[config.mk]
export PLATFORM = sky130hd
export DESIGN_NAME = audio_stream_bridge
export DESIGN_NICKNAME = d
export VERILOG_FILES = /design/src/rtl/audio_stream_bridge.sv
export SDC_FILE = /design/constraint.sdc
export NUM_CORES = 1
export LEC_CHECK = 0
export BUFFER_PORTS_ARGS = -buffer_cell sky130_fd_sc_hd__clkbuf_2
export CAP_MARGIN = 10
export CORE_MARGIN = 5
export CORE_UTILIZATION = 25
export CTS_CLUSTER_SIZE = 28
export DETAILED_ROUTE_END_ITERATION = 8
export GPL_TIMING_DRIVEN = 0
export PLACE_DENSITY_LB_ADDON = 0.05
export SLEW_MARGIN = 40
export SYNTH_ARGS = -nofsm -noshare
export SYNTH_HDL_FRONTEND = slang
export SYNTH_SLANG_ARGS = --single-unit
[constraint.sdc]
create_clock -name clock -period 5.35 [get_ports clock]
set_input_delay 0.2675 -clock clock [delete_from_list [all_inputs] [get_ports clock]]
set_output_delay 0.2675 -clock clock [all_outputs]
set_load 0.03 [all_outputs]
[src/rtl/audio_stream_bridge.sv]
// audio_stream_bridge: per-channel RX/TX ready/valid FIFOs between the audio CODEC and the cores,
// with ADC->DAC loopback, sticky DAC-underrun flags and stretched activity LEDs.
module audio_stream_bridge_fifo #(
   parameter int DW    = 32,
   parameter int DEPTH = 4
) (
   input  logic          clock,
   input  logic          reset,
   input  logic [DW-1:0] din,
   input  logic          push,
   output logic          ready,
   output logic [DW-1:0] dout,
   output logic          valid,
   input  logic          pop
);
   localparam int AW = $clog2(DEPTH);
   logic [DW-1:0] mem [DEPTH];
   logic [AW-1:0] wr, rd, rd_next;
   logic [AW:0]   count, count_next;
   logic          do_push, do_pop;
   logic [DW-1:0] head_next;
   assign do_push    = push & ready;
   assign do_pop     = pop & valid;
   assign count_next = count + (AW+1)'(do_push) - (AW+1)'(do_pop);
   assign rd_next    = rd + AW'(do_pop);
   // the new head may be the word being written this very cycle
   assign head_next  = (do_push && wr == rd_next) ? din : mem[rd_next];
   always_ff @(posedge clock)
      if (do_push) mem[wr] <= din;
   always_ff @(posedge clock or negedge reset)
      if (!reset) begin
         wr    <= '0;
         rd    <= '0;
         count <= '0;
         ready <= 1'b0;
         valid <= 1'b0;
         dout  <= '0;
      end else begin
         wr    <= wr + AW'(do_push);
         rd    <= rd_next;
         count <= count_next;
         ready <= count_next != (AW+1)'(DEPTH);
         valid <= count_next != '0;
         dout  <= head_next;
      end
endmodule

module audio_stream_bridge #(
   parameter int NCH      = 2,
   parameter int DW       = 32,
   parameter int DEPTH    = 4,
   parameter int LED_HOLD = 2500000
) (
   input  logic              clock,
   input  logic              reset,
   input  logic              loopback,
   input  logic              clr_status,
   input  logic [NCH*DW-1:0] adc_data,
   input  logic [NCH-1:0]    adc_valid,
   output logic [NCH-1:0]    adc_ready,
   output logic [NCH*DW-1:0] core_in_data,
   output logic [NCH-1:0]    core_in_valid,
   input  logic [NCH-1:0]    core_in_ready,
   input  logic [NCH*DW-1:0] core_out_data,
   input  logic [NCH-1:0]    core_out_valid,
   output logic [NCH-1:0]    core_out_ready,
   output logic [NCH*DW-1:0] dac_data,
   output logic [NCH-1:0]    dac_valid,
   input  logic [NCH-1:0]    dac_ready,
   output logic [NCH-1:0]    underrun,
   output logic              led_reset,
   output logic [NCH-1:0]    led_adc,
   output logic [NCH-1:0]    led_dac
);
   localparam int LW = $clog2(LED_HOLD+1);
   logic loop_q;
   always_ff @(posedge clock or negedge reset)
      if (!reset) loop_q <= 1'b0;
      else        loop_q <= loopback;
   assign led_reset = ~reset;
   for (genvar c = 0; c < NCH; c++) begin : g_ch
      logic          rx_valid, rx_pop, tx_ready, tx_push, armed, adc_hs, dac_hs;
      logic [DW-1:0] rx_data, tx_din;
      logic [LW-1:0] adc_cnt, dac_cnt;
      // in loopback the RX head drains straight into the TX write port
      assign rx_pop  = loop_q ? tx_ready : core_in_ready[c];
      assign tx_push = loop_q ? rx_valid : core_out_valid[c];
      assign tx_din  = loop_q ? rx_data  : core_out_data[c*DW +: DW];
      assign adc_hs  = adc_valid[c] & adc_ready[c];
      assign dac_hs  = dac_valid[c] & dac_ready[c];
      audio_stream_bridge_fifo #(.DW(DW), .DEPTH(DEPTH)) u_rx (
         .clock(clock), .reset(reset), .din(adc_data[c*DW +: DW]), .push(adc_valid[c]),
         .ready(adc_ready[c]), .dout(rx_data), .valid(rx_valid), .pop(rx_pop));
      audio_stream_bridge_fifo #(.DW(DW), .DEPTH(DEPTH)) u_tx (
         .clock(clock), .reset(reset), .din(tx_din), .push(tx_push),
         .ready(tx_ready), .dout(dac_data[c*DW +: DW]), .valid(dac_valid[c]), .pop(dac_ready[c]));
      assign core_in_data[c*DW +: DW] = rx_data;
      assign core_in_valid[c]         = rx_valid & ~loop_q;
      assign core_out_ready[c]        = tx_ready & ~loop_q;
      assign led_adc[c]               = adc_cnt != '0;
      assign led_dac[c]               = dac_cnt != '0;
      always_ff @(posedge clock or negedge reset)
         if (!reset) begin
            armed       <= 1'b0;
            underrun[c] <= 1'b0;
            adc_cnt     <= '0;
            dac_cnt     <= '0;
         end else begin
            armed       <= dac_hs ? 1'b1 : clr_status ? 1'b0 : armed;
            underrun[c] <= (armed & dac_ready[c] & ~dac_valid[c]) ? 1'b1 : clr_status ? 1'b0 : underrun[c];
            adc_cnt     <= adc_hs ? LW'(LED_HOLD) : adc_cnt - LW'(adc_cnt != '0);
            dac_cnt     <= dac_hs ? LW'(LED_HOLD) : dac_cnt - LW'(dac_cnt != '0);
         end
   end
endmodule
* Word level (Yosys, flattened, before mapping)
Memory sizes are Yosys's and may differ from the RTL's. A register that Yosys moved wholly into a read port is not among the register bits. Index checks and enable logic that the tools add are counted.
Storage, ports and cells: memories 4, output and inout bits 143, flip-flop bits (word level) 129, RAM bits 512
Cells by class: eq/ne operators 4, reduce and logical (&&, ||, !) cells 16, $add $sub $neg 20, mux-type cells 23, bitwise gates (word level) 20
Memory list:
- g_ch[0].u_rx.mem | words 4, bits a word 32, read ports 1, clocked after Yosys merged registers in 1, write ports 1, line 17 | logic [DW-1:0] mem [DEPTH];
- g_ch[0].u_tx.mem | words 4, bits a word 32, read ports 1, clocked after Yosys merged registers in 1, write ports 1, line 17
- g_ch[1].u_rx.mem | words 4, bits a word 32, read ports 1, clocked after Yosys merged registers in 1, write ports 1, line 17
- g_ch[1].u_tx.mem | words 4, bits a word 32, read ports 1, clocked after Yosys merged registers in 1, write ports 1, line 17
Operators by type and width (count):
- $mux W22 | 4
- $reduce_bool A22 Y1 | 4
- $sub A22 B1 Y22 | 4
- $mux W32 | 2
- $mux W1 | 17
- $add A2 B1 Y2 | 8
- $and A1 B1 Y1 | 16
- $add A3 B1 Y3 | 4
- $ne A3 B3 Y1 const B | 4
- $reduce_bool A3 Y1 | 4
- $sub A3 B1 Y3 | 4
- $reduce_bool A2 Y1 | 4
- $logic_not A1 Y1 | 4
- $not A1 Y1 | 4

* Longest topological paths before layout
Gate-level depths: netlist of run 1.
word-level depth 5, mapped depth 12

* Cells and area by module
A second synthesis of run 1 with hierarchy kept.
Unflattened totals: cells, all modules 2785, area, all modules 35176.2 um^2
Modules (own cells, without submodules):
- audio_stream_bridge_fifo | times used 4, area an instance 7452.1 um^2, seq. area each 4869.7 um^2, cells an instance 560
- audio_stream_bridge | times used 1, area an instance 5367.6 um^2, seq. area each 2327.2 um^2, cells an instance 545

* Worst setup path after synthesis of run 1
No wires, ideal clock.
path kind reg-to-reg, start point register loop_q, end point memory g_ch[0].u_tx.mem[2][0], enable pin, required time 4.882 ns, slack 1.658 ns, stages on the path, launching flop included 5, period minus slack after synthesis 3.692 ns, path buffers 1, library setup time 0.468 ns, arrival 3.224 ns, cell sequence dfrtp_1 -> clkbuf_1 -> mux2_2 -> nand2_1 -> nor3b_1
Between the ends: cells in the longest elaborated chain, start to end 4
RTL lines:
- from (decl) | line 76 | logic loop_q;
- from (signal assigned) | line 79 | else loop_q <= loopback;
- $mux W1 | line 87 | assign tx_push = loop_q ? rx_valid : core_out_valid[c];
- $and A1 B1 Y1 | line 22 | assign do_push = push & ready;
- $mux W1 | line 29 | if (do_push) mem[wr] <= din;
- $mux W1 (implied by the code) | line 29
- to (decl) | line 17
No other way between the ends.

* Final worst setup path of run 1
start point register loop_q, end point register g_ch[1].u_rx.dout[18], read port of g_ch[1].u_rx.mem
Between the ends: cells in the longest elaborated chain, start to end 3
RTL lines:
- $mux W1 | line 86 | assign rx_pop = loop_q ? tx_ready : core_in_ready[c];
- $and A1 B1 Y1 | line 23 | assign do_pop = pop & valid;
- $add A2 B1 Y2 | line 25 | assign rd_next = rd + AW'(do_pop);
- to (decl) | line 12 | output logic [DW-1:0] dout,
No other way between the ends. A chain may end at the register's enable or synchronous reset.

==> results of run 1 <==
[critical path, cell delays in order, from the launching register on]
cell      delay, ps
dfrtp_1         320
clkbuf_2        490
clkbuf_1        590
mux2i_1         160
nor2b_1         490
ha_1            280
xor2_1          610
xnor2_1         130
nand3_1         290
buf_1           630
mux2_2          470
[power breakdown]
group | total (mW) | internal [mW] | switching (mW)
clock network | 6.19 | 3.67 | 2.51
logic | 9.05 | 4.00 | 5.05
registers | 9.27 | 8.39 | 0.879
total | 24.5 | 16.1 | 8.45
[placed cells by master (no fill, tap or decap), drive strengths merged, types with 5 or more instances in the layout]
cell type,count
edfxtp,512
clkbuf,463
dfrtp,257
mux2,194
mux4,128
dlygate4sd3,110
buf,89
nor2,60
nand2,40
inv,34
xnor2,33
clkinv,31
or3,30
xor2,28
nand3,26
o21ai,26
or4,26
a21oi,24
ha,24
nor4,16
nor3,13
nand4,11
o31ai,10
and3,9
diode,8
nor3b,8
nor2b,6
nor4b,6
nand3b,5
bufinv,5
[layout make-up]
cell class | instances | area [um^2] | share of cell area (%)
Antenna cell | 8 | 20.0 | 0.0519
Buffer | 62 | 275 | 0.714
Clock buffer | 140 | 2700 | 7.00
Clock inverter | 35 | 293 | 0.759
Inverter | 35 | 145 | 0.376
Multi-Input combinational cell | 749 | 8010 | 20.8
Sequential cell | 769 | 21800 | 56.5
Tap cell | 1612 | 2020 | 5.23
Timing Repair Buffer | 460 | 3310 | 8.57
[worst max path at each step]
| stage | startpoint | to | slack (ps) | depth (start not counted) |
|---|---|---|---|---|
| finish | loop_q$_DFF_PN0_ | g_ch[1].u_rx.dout[18]$_DFF_PN0_ | 730 | 10 |
| global route | loop_q$_DFF_PN0_ | g_ch[1].u_rx.dout[20]$_DFF_PN0_ | 360 | 10 |
| CTS | loop_q$_DFF_PN0_ | g_ch[1].u_rx.dout[20]$_DFF_PN0_ | 450 | 10 |
| detailed placement | loop_q$_DFF_PN0_ | g_ch[1].u_rx.dout[20]$_DFF_PN0_ | 500 | 10 |
| global placement | reset | g_ch[1].u_rx.dout[13]$_DFF_PN0_ | -2990 | 1 |
| floorplan | loop_q$_DFF_PN0_ | g_ch[0].u_tx.mem[2][0]$_DFFE_PP_ | 1660 | 4 |
[registers in the layout, indices dropped and copies added, names as in the netlist, 6 cells and up]
| signal | flops |
|---|---|
| g_ch.u_rx.dout | 64 |
| g_ch.u_rx.count | 6 |
| g_ch.adc_cnt | 44 |
| g_ch.u_rx.mem | 256 |
| g_ch.dac_cnt | 44 |
| g_ch.u_tx.dout | 64 |
| g_ch.u_tx.mem | 256 |
| g_ch.u_tx.count | 6 |
[metrics by stage]
stage          hold WS [ps]  total power [mW]
2_1_floorplan         -28.1              15.1
3_3_place_gp            401              18.3
3_5_place_dp            224              18.7
4_1_cts                3.54              25.1
5_1_grt                26.2              26.0
6_report               32.4              24.5
[logic make-up (layout without fill, tap and decap cells)]
group	Yosys count	count (layout)	share of synthesized area, %
AOI/OAI and AO/OA	67	67	1.26
other	0	8	0
xor gates and xnor gates	61	61	1.78
buffers and inverters	97	732	1.31
DFF	769	769	72.5
and+or+nand+nor	268	268	4.95
adders and majority gates	28	28	1.26
muxes	325	325	16.9
[metal layers]
layer | global-route usage [%] | wire length (um) | vias to the layer above
met5 | 0 | 29 | -
met4 | 2.99 | 1380 | 4
met3 | 2.90 | 3910 | 104
met2 | 21.1 | 39500 | 319
met1 | 18.5 | 39600 | 8579
li1 | - | - | 7468
==> results by group, run 1 <==
Setup path
  – WP data arrival: 5150 ps
  – Critical path launch point type: register
  – Crit path kind: register to register
  – Worst setup EP type: register
  – RR Startpoint: loop_q$_DFF_PN0_
  – Worst Path Required: 5870 ps
  – R2R cell count: 10
  – Worst R2R End: g_ch[1].u_rx.dout[18]$_DFF_PN0_
  – CP max FO: 10
  – R2R setup slack: 730 ps

Clocking
  – # Post-CTS Setup Buffers: 0
  – Post-CTS sizing: 0
  – Clock sinks: 769
  – Clk root buf: clkbuf_16
  – CTS H-tree depth: 3
  – TritonCTS clock tree: built
  – Clk slew on worst S/H paths: 60 ps
  – CTS buffer count: 93
  – Skew-Pair Late Insertion Delay: 670 ps
  – Post-CTS Hold Fix Bufs: 110
  – Max clock buf depth: 3

Global route
  – GRT Util Overall: 13.2%
  – First-pass GRT wire length: 124000 um
  – Global route overflow: 0
  – Vias in the first global route: 17700
  – Initial antenna violation count: 12
  – Largest net degree at the start of global routing: 59

Synth
  – Cell count after synthesis: 1615
  – Ys flop type: edfxtp_1
  – Most frequent cells after synthesis: edfxtp_1 (512), dfrtp_1 (257), mux2_2 (194)
  – Synth Cell Area: 30100 um^2
  – Share of the synthesized area in the top cell type: 51.1%
  – Number of synthesized register bits: 769
  – YS warnings: 0
  – Post-synth top area cell: edfxtp_1
  – Seq/Total Area, Yosys: 72.5%
  – Top-count cell post-synth: edfxtp_1
  – Fraction of registers with async set or reset after synthesis: 33.4%
  – Largest cells by area after synthesis: edfxtp_1 (51%), dfrtp_1 (21%), mux4_2 (9.6%), mux2_2 (7.3%), ha_1 (1.0%)
  – Post-Syn Nets: 1783
  – Yosys cell types: 47
  – Syn Area/Cell: 18.6 um^2
  – Number of flops mapped to enable cells by yosys: 512

Route
  – Initial DRC Count: 817
  – Total routed wirelength: 84500 um
  – Wire per inst: 21.8 um
  – Via count: 16500
  – Post-route ant nets: 0
  – DR DRC count: 0
  – DRT Pass-1 Iters: 7
  – Routed vias/inst: 4.26

Die
  – # rows: 127
  – IO Pins: 283
  – Die area: 127000 um^2
  – Core area: 120000 um^2
  – Die Wd: 357 um
  – Initial core utilization: 25.1%
  – Die Y: 357 um

Timing
  – Final setup TNS: 0 ps
  – Post-route clock period utilization: 86.4%
  – # setup viols final: 0
  – Worst Tran Pin Value: 794 ps
  – Max Fclk: 0.216 GHz
  – RSZ-0062 raised after global routing: no
  – Layout Skew: 27.5 ps
  – Tmin final: 4620 ps
  – Fin. Hold Viols: 0
  – Setup WS post-layout: 726 ps
  – Pins Over Slew Limit: 0
  – Slew headroom: 46.6%

Cells and area
  – Final Cell Area: 38600 um^2
  – # nets final: 2338
  – Post-Layout Cell Count: 3870
  – Core Util, Final: 32.2%
  – Fillers: 11600
  – Synth-to-Final Area Change: 28.2%
  – Share of layout cells above drive strength 1: 38.3%

Worst hold path
  – HP Start: dac_ready[0]
  – Cell depth of the worst hold path: 4
  – Worst Hold Class: input port to register
  – Hold Path End: g_ch[0].dac_cnt[12]$_DFF_PN0_

Outcome
  – Status: finished, final reports clean

Power
  – Worst VDD drop: 0.000254 V
  – Lkg Pwr: 14.1 nW
  – Power per cell area: 636 nW/um^2

Placement
  – DP HPWL: 59500 um
  – Port Buf Inserts: 282
  – Placed cell count: 3577
  – Pre-CTS setup slack: 503 ps
  – Area of placed instances: 34400 um^2
  – Gpl congestion: 0.698

Flow run
  – Max_cap viols: 0
Power figures use the tool's default switching activity.
==> run 2, diff against run 1 <==
Settings changed: MAX_ROUTING_LAYER set to met4.
==> results by group, run 2 (same netlist as run 1, synthesis figures left out) <==
Global route
  – Global route overflow: 0 (unchanged)
  – Vias in the first global route: 17700 (about the same)
  – GRT Util Overall: 13.6% (was 13.2%)
  – First-pass GRT wire length: 124000 um (about the same)
  – Initial antenna violation count: 10 (was 12)
  – Largest net degree at the start of global routing: 59 (unchanged)

Clocking
  – Max clock buf depth: 3 (unchanged)
  – TritonCTS clock tree: built (unchanged)
  – Clk slew on worst S/H paths: 50 ps (was 60 ps)
  – CTS H-tree depth: 3 (unchanged)
  – Post-CTS sizing: 0 (unchanged)
  – # Post-CTS Setup Buffers: 0 (unchanged)
  – Clk root buf: clkbuf_16 (unchanged)
  – Clock sinks: 769 (unchanged)
  – Skew-Pair Late Insertion Delay: 660 ps (was 670 ps)
  – CTS buffer count: 93 (unchanged)

Cells and area
  – Commonest non-fill, non-tap cells in the layout: edfxtp_1 (512), clkbuf_2 (297), dfrtp_1 (257) (unchanged)
  – Reg area: 21800 um^2 (unchanged)
  – Biggest regs: g_ch.u_rx.mem x256, g_ch.u_tx.mem x256 (unchanged)
  – Area of the multi-input gates: 8010 um^2 (unchanged)
  – Share of layout cells above drive strength 1: 38.3% (unchanged)
  – # nets final: 2338 (unchanged)
  – Fillers: 11600 (about the same)
  – Most common cell after layout, fill and taps aside: edfxtp_1 (unchanged)
  – Synth-to-Final Area Change: 28.2% (unchanged)

Power
  – Flop pwr share: 37.8% (about the same)
  – Clock Power Share: 25.2% (about the same)
  – Psw: 8.46 mW (was 8.45 mW)
  – Power per cell area: 636 nW/um^2 (about the same)
  – Worst VDD drop: 0.000254 V (about the same)
  – Design Power: 24.5 mW (about the same)
  – Combinational share of power: 37.0% (was 36.9%)
  – Sw frac: 34.5% (about the same)
  – Pint: 16.1 mW (about the same)
  – Lkg Pwr: 14.1 nW (unchanged)

Setup path
  – R2R setup slack: 650 ps (was 730 ps)
  – WP data arrival: 5220 ps (was 5150 ps)
  – RR Startpoint: loop_q$_DFF_PN0_ (unchanged)
  – Critical path launch point type: register (unchanged)
  – CP peak stage delay: 650 ps (was 630 ps)
  – Worst setup EP type: register (unchanged)
  – R2R cell count: 10 (unchanged)
  – Crit path kind: register to register (unchanged)
  – CP max FO: 10 (unchanged)
  – Worst setup startpoint: loop_q$_DFF_PN0_ (unchanged)
  – Worst Path Required: 5870 ps (about the same)
  – Critical path's slowest cell: buf_1 (unchanged)
  – Worst R2R End: g_ch[0].u_rx.dout[23]$_DFF_PN0_ (was g_ch[1].u_rx.dout[18]$_DFF_PN0_)
  – Critical path, cell by cell: clkbuf_2 > clkbuf_1 > mux2i_1 > nor2b_1 > ha_1 > xor2_1 > xnor2_1 > nand3_1 > buf_1 > mux2_2 (unchanged)

Timing
  – Slew headroom: 44.5% (was 46.6%)
  – Max Fclk: 0.213 GHz (was 0.216 GHz)
  – Layout Skew: 28.3 ps (was 27.5 ps)
  – Post-route clock period utilization: 87.8% (was 86.4%)
  – Fin. Hold Viols: 0 (unchanged)
  – RSZ-0062 raised after global routing: no (unchanged)
  – Tmin final: 4700 ps (was 4620 ps)
  – Pins Over Slew Limit: 0 (unchanged)
  – Worst Tran Pin Value: 825 ps (was 794 ps)
  – Final setup TNS: 0 ps (unchanged)
  – # setup viols final: 0 (unchanged)

Route
  – Routed vias/inst: 4.26 (about the same)
  – Post-route ant nets: 0 (unchanged)
  – DR DRC count: 0 (unchanged)
  – Initial DRC Count: 816 (was 817)
  – Total routed wirelength: 84600 um (was 84500 um)
  – Wire per inst: 21.9 um (was 21.8 um)
  – DRT Pass-1 Iters: 5 (was 7)
  – Via count: 16500 (about the same)

Die
  – Initial core utilization: 25.1% (unchanged)
  – Die Wd: 357 um (unchanged)
  – Core area: 120000 um^2 (unchanged)
  – Die area: 127000 um^2 (unchanged)
  – Die Y: 357 um (unchanged)
  – # rows: 127 (unchanged)
  – IO Pins: 283 (unchanged)

Flow run
  – Max_cap viols: 0 (unchanged)

Worst hold path
  – Hold Path End: g_ch[0].dac_cnt[12]$_DFF_PN0_ (unchanged)
  – HP Start: dac_ready[0] (unchanged)
  – Worst Hold Class: input port to register (unchanged)
  – Cell depth of the worst hold path: 4 (unchanged)

Placement
  – Port Buf Inserts: 282 (unchanged)
  – DP HPWL: 59500 um (unchanged)
  – Gpl congestion: 0.707 (was 0.698)

Outcome
  – Status: finished, final reports clean (unchanged)
[run 2: cell counts in the layout (fill, tap and decap cells not counted)]
Identical to the previous run, type by type.
[run 2: metrics by stage]
| step | cells | utilization, % | setup WS, ps | hold slack [ps] | cell area (um^2) |
|---|---|---|---|---|---|
| CTS | 3862 | 32.2 | 454 | 3.54 | 38500 |
| global placement | 3509 | 28.0 | -2990 | 401 | 33500 |
| global route | 3867 | 32.2 | 346 | 26.0 | 38600 |
| finish | 3870 | 32.2 | 655 | 33.9 | 38600 |
| detailed placement | 3577 | 28.8 | 503 | 224 | 34400 |
| floorplan | 1615 | - | 1660 | -28.1 | 30100 |
[run 2: worst max-delay path: cells and delay by family (launching register included)]
| family | cells | cell delay, ps |
|---|---|---|
| DFF | 1 | 320 |
| buffers and inverters | 3 | 1740 |
| xor gates and xnor gates | 2 | 760 |
| and+or+nand+nor | 2 | 520 |
| muxes | 2 | 950 |
| adders and majority gates | 1 | 240 |
[run 2: worst max path at each step]
stage                                       end  slack [ps]  depth (start not counted)
2_1_floorplan  g_ch[0].u_tx.mem[2][0]$_DFFE_PP_        1660                          4
3_3_place_gp    g_ch[1].u_rx.dout[13]$_DFF_PN0_       -2990                          1
3_5_place_dp    g_ch[1].u_rx.dout[20]$_DFF_PN0_         500                         10
4_1_cts         g_ch[1].u_rx.dout[20]$_DFF_PN0_         450                         10
5_1_grt         g_ch[1].u_rx.dout[20]$_DFF_PN0_         350                         10
6_report        g_ch[0].u_rx.dout[23]$_DFF_PN0_         650                         10
[run 2: power groups by stage]
stage / logic, mW / clock network [mW] / registers, mW
CTS: 9.40 / 6.44 / 9.32
global placement: 8.87 / 0 / 9.48
detailed placement: 9.26 / 0 / 9.42
floorplan: 5.11 / 0 / 10.0
finish: 9.07 / 6.19 / 9.27
global route: 9.88 / 6.69 / 9.43
[run 2: cell type report]
type | count | share of cell area [%]
Sequential cell | 769 | 56.5
Multi-Input combinational cell | 749 | 20.8
Timing Repair Buffer | 460 | 8.57
Clock buffer | 140 | 7.00
Tap cell | 1612 | 5.23
Clock inverter | 35 | 0.759
Buffer | 62 | 0.714
Inverter | 35 | 0.376
Antenna cell | 8 | 0.0519
[run 2: layer usage]
layer | global-route usage, % | up-vias | wire length (um)
met5 | - | - | 0
met4 | 2.99 | 0 | 1350
met3 | 2.79 | 106 | 3740
met2 | 21.1 | 305 | 39700
met1 | 18.6 | 8614 | 39800
li1 | - | 7475 | -
[run 2: what timing repair did]
| item | CTS | global route |
|---|---|---|
| hold buffers | 110 | 0 |
| endpoints found under the setup margin | 0 | 0 |
| hold endpoints to repair | 585 | 0 |
==> run 3, diff against run 2 <==
Settings changed: BUFFER_PORTS_ARGS -buffer_cell sky130_fd_sc_hd__clkbuf_2 to -buffer_cell sky130_fd_sc_hd__buf_2, CORE_UTILIZATION 25 to 53.
Clock period 5.35 ns to 4 ns, I/O delays scaled along.
==> results by group, run 3 (same netlist as run 1, synthesis figures left out) <==
Outcome
  – Status: finished, final reports clean (unchanged)

Power
  – Sw frac: 33.2% (was 34.5%)
  – Pint: 20.8 mW (was 16.1 mW)
  – Flop pwr share: 39.5% (was 37.8%)
  – Clock Power Share: 23.2% (was 25.2%)
  – Lkg Pwr: 13.7 nW (was 14.1 nW)
  – Combinational share of power: 37.3% (was 37.0%)
  – Worst VDD drop: 0.000499 V (was 0.000254 V)
  – Power per cell area: 841 nW/um^2 (was 636 nW/um^2)
  – Psw: 10.3 mW (was 8.46 mW)

Clocking
  – TritonCTS clock tree: built (unchanged)
  – # Post-CTS Setup Buffers: 0 (unchanged)
  – Max clock buf depth: 3 (unchanged)
  – CTS H-tree depth: 3 (unchanged)
  – CTS buffer count: 79 (was 93)
  – Clk root buf: clkbuf_16 (unchanged)
  – Clk slew on worst S/H paths: 60 ps (was 50 ps)
  – Clock sinks: 769 (unchanged)
  – Skew-Pair Late Insertion Delay: 600 ps (was 660 ps)

Setup path
  – Crit path kind: register to register (unchanged)
  – CP bufs+invs: 3 (unchanged)
  – Worst Path Required: 4480 ps (was 5870 ps)
  – CP max FO: 11 (was 10)
  – Crit path to: g_ch[1].u_tx.dout[5]$_DFF_PN0_ (was g_ch[0].u_rx.dout[23]$_DFF_PN0_)
  – Critical path, cell by cell: nand2_1 > clkinv_1 > buf_1 > ha_1 > xor2_2 > xnor2_1 > nand3_1 > clkbuf_1 > mux2_2 (was clkbuf_2 > clkbuf_1 > mux2i_1 > nor2b_1 > ha_1 > xor2_1 > xnor2_1 > nand3_1 > buf_1 > mux2_2)
  – Critical path's top delay family: buffers and inverters (unchanged)
  – Levels on crit path: 9 (was 10)
  – Worst setup startpoint: g_ch[1].u_tx.valid$_DFF_PN0_ (was loop_q$_DFF_PN0_)
  – Worst setup EP type: register (unchanged)
  – R2R setup slack: 280 ps (was 650 ps)
  – WP data arrival: 4200 ps (was 5220 ps)
  – RR Startpoint: g_ch[1].u_tx.valid$_DFF_PN0_ (was loop_q$_DFF_PN0_)
  – R2R cell count: 9 (was 10)
  – Critical path's slowest cell: clkbuf_1 (was buf_1)
  – Worst R2R End: g_ch[1].u_tx.dout[5]$_DFF_PN0_ (was g_ch[0].u_rx.dout[23]$_DFF_PN0_)
  – CP peak stage delay: 550 ps (was 650 ps)
  – Critical path launch point type: register (unchanged)

Cells and area
  – Area of the multi-input gates: 8020 um^2 (was 8010 um^2)
  – Share of layout cells above drive strength 1: 37.6% (was 38.3%)
  – # nets final: 2322 (was 2338)
  – Commonest non-fill, non-tap cells in the layout: edfxtp_1 (512), buf_2 (313), dfrtp_1 (257) (was edfxtp_1 (512), clkbuf_2 (297), dfrtp_1 (257))
  – Biggest regs: g_ch.u_rx.mem x256, g_ch.u_tx.mem x256 (unchanged)
  – Most common cell after layout, fill and taps aside: edfxtp_1 (unchanged)
  – Reg area: 21800 um^2 (unchanged)
  – Core Util, Final: 65.8% (was 32.2%)
  – Fillers: 3943 (was 11600)
  – Synth-to-Final Area Change: 23.1% (was 28.2%)

Die
  – IO Pins: 283 (unchanged)
  – Die area: 61600 um^2 (was 127000 um^2)
  – Core area: 56300 um^2 (was 120000 um^2)
  – Die Y: 248 um (was 357 um)
  – Die Wd: 248 um (was 357 um)
  – Initial core utilization: 53.4% (was 25.1%)
  – # rows: 87 (was 127)

Route
  – DRT Pass-1 Iters: 5 (unchanged)
  – Total routed wirelength: 68000 um (was 84600 um)
  – Via count: 16500 (about the same)
  – Initial DRC Count: 1155 (was 816)
  – Wire per inst: 22.8 um (was 21.9 um)
  – Post-route ant nets: 0 (unchanged)
  – Routed vias/inst: 5.52 (was 4.26)
  – DR DRC count: 0 (unchanged)

Worst hold path
  – Worst Hold Class: input port to register (unchanged)
  – HP Start: core_out_data[6] (was dac_ready[0])

Placement
  – Port Buf Inserts: 282 (unchanged)
  – DP HPWL: 46400 um (was 59500 um)
  – Gpl congestion: 0.787 (was 0.707)
  – Pre-CTS setup slack: -452 ps (was 503 ps)

Global route
  – GRT Util Overall: 23.0% (was 13.6%)
  – Vias in the first global route: 17500 (was 17700)
  – Largest net degree at the start of global routing: 73 (was 59)
  – First-pass GRT wire length: 104000 um (was 124000 um)
  – Initial antenna violation count: 1 (was 10)
  – Global route overflow: 0 (unchanged)

Flow run
  – Max_cap viols: 0 (unchanged)

Timing
  – Slew headroom: 46.7% (was 44.5%)
  – Max Fclk: 0.269 GHz (was 0.213 GHz)
  – Setup WS post-layout: 278 ps (was 655 ps)
  – # setup viols final: 0 (unchanged)
  – Worst Tran Pin Value: 800 ps (was 825 ps)
  – Layout Skew: 12.3 ps (was 28.3 ps)
  – WHS: 33.8 ps (was 33.9 ps)
  – Pins Over Slew Limit: 0 (unchanged)
  – Fin. Hold Viols: 0 (unchanged)
  – Tmin final: 3720 ps (was 4700 ps)
  – Post-route clock period utilization: 93.0% (was 87.8%)
==> run 3: cell types whose count changed in the layout (fill, tap and decap cells not counted), moves of 6 or more <==
cell           before  now
buf_1              11    5
buf_2              16  313
buf_4              41   23
clkbuf_16          97   84
clkbuf_2          297   14
dlygate4sd3_1     110  124
==> run 3: per-stage QoR <==
stage | setup TNS [ps] | instances | cell area [um^2] | total power [mW]
detailed placement | -24670 | 2706 | 33100 | 24.1
CTS | 0 | 2977 | 37000 | 31.5
global route | -0.483 | 2978 | 37000 | 32.8
floorplan | 0 | 1615 | 30100 | 20.2
finish | 0 | 2980 | 37000 | 31.1
global placement | -1253450 | 2653 | 32400 | 23.5
==> run 3: cell type report <==
type / count / share of cell area [%]
Multi-Input combinational cell: 749 / 21.7
Sequential cell: 769 / 58.9
Timing Repair Buffer: 459 / 8.77
Tap cell: 756 / 2.56
Inverter: 35 / 0.392
Buffer: 61 / 0.771
Clock buffer: 122 / 6.28
Clock inverter: 26 / 0.652
Antenna cell: 3 / 0.0203
==> run 3: power by group through the flow <==
stage	clock (mW)	combinational, mW	sequential (mW)
detailed placement	0	11.6	12.4
global route	7.75	12.6	12.5
floorplan	0	6.84	13.4
finish	7.22	11.6	12.3
global placement	0	11.1	12.4
CTS	7.38	11.8	12.3
==> run 3: timing repair <==
item,4_1_cts,5_1_grt
hold endpoints to repair,663,4
gates resized for setup,15,4
setup endpoints to repair,70,90
hold buffers,123,1
pin swaps,0,0
==> run 3: how the worst min path moves through the flow <==
stage	endpoint	slack, ps	depth (start not counted)
global route	g_ch[0].u_tx.mem[2][2]$_DFFE_PP_	20	2
detailed placement	g_ch[0].u_tx.dout[24]$_DFF_PN0_	70	1
global placement	loop_q$_DFF_PN0_	310	1
CTS	g_ch[1].u_tx.mem[3][20]$_DFFE_PP_	5	2
floorplan	g_ch[0].adc_cnt[0]$_DFF_PN0_	-100	0
finish	g_ch[0].u_tx.mem[2][6]$_DFFE_PP_	30	2
==> run 3: layer usage <==
layer  up-vias  wire [um]  GRT usage [%]
met5         -          0              -
met4         0       1370           5.18
met3       104       3350           4.14
met2       368      34200           37.4
met1      8564      29100           31.1
li1       7419          -              -
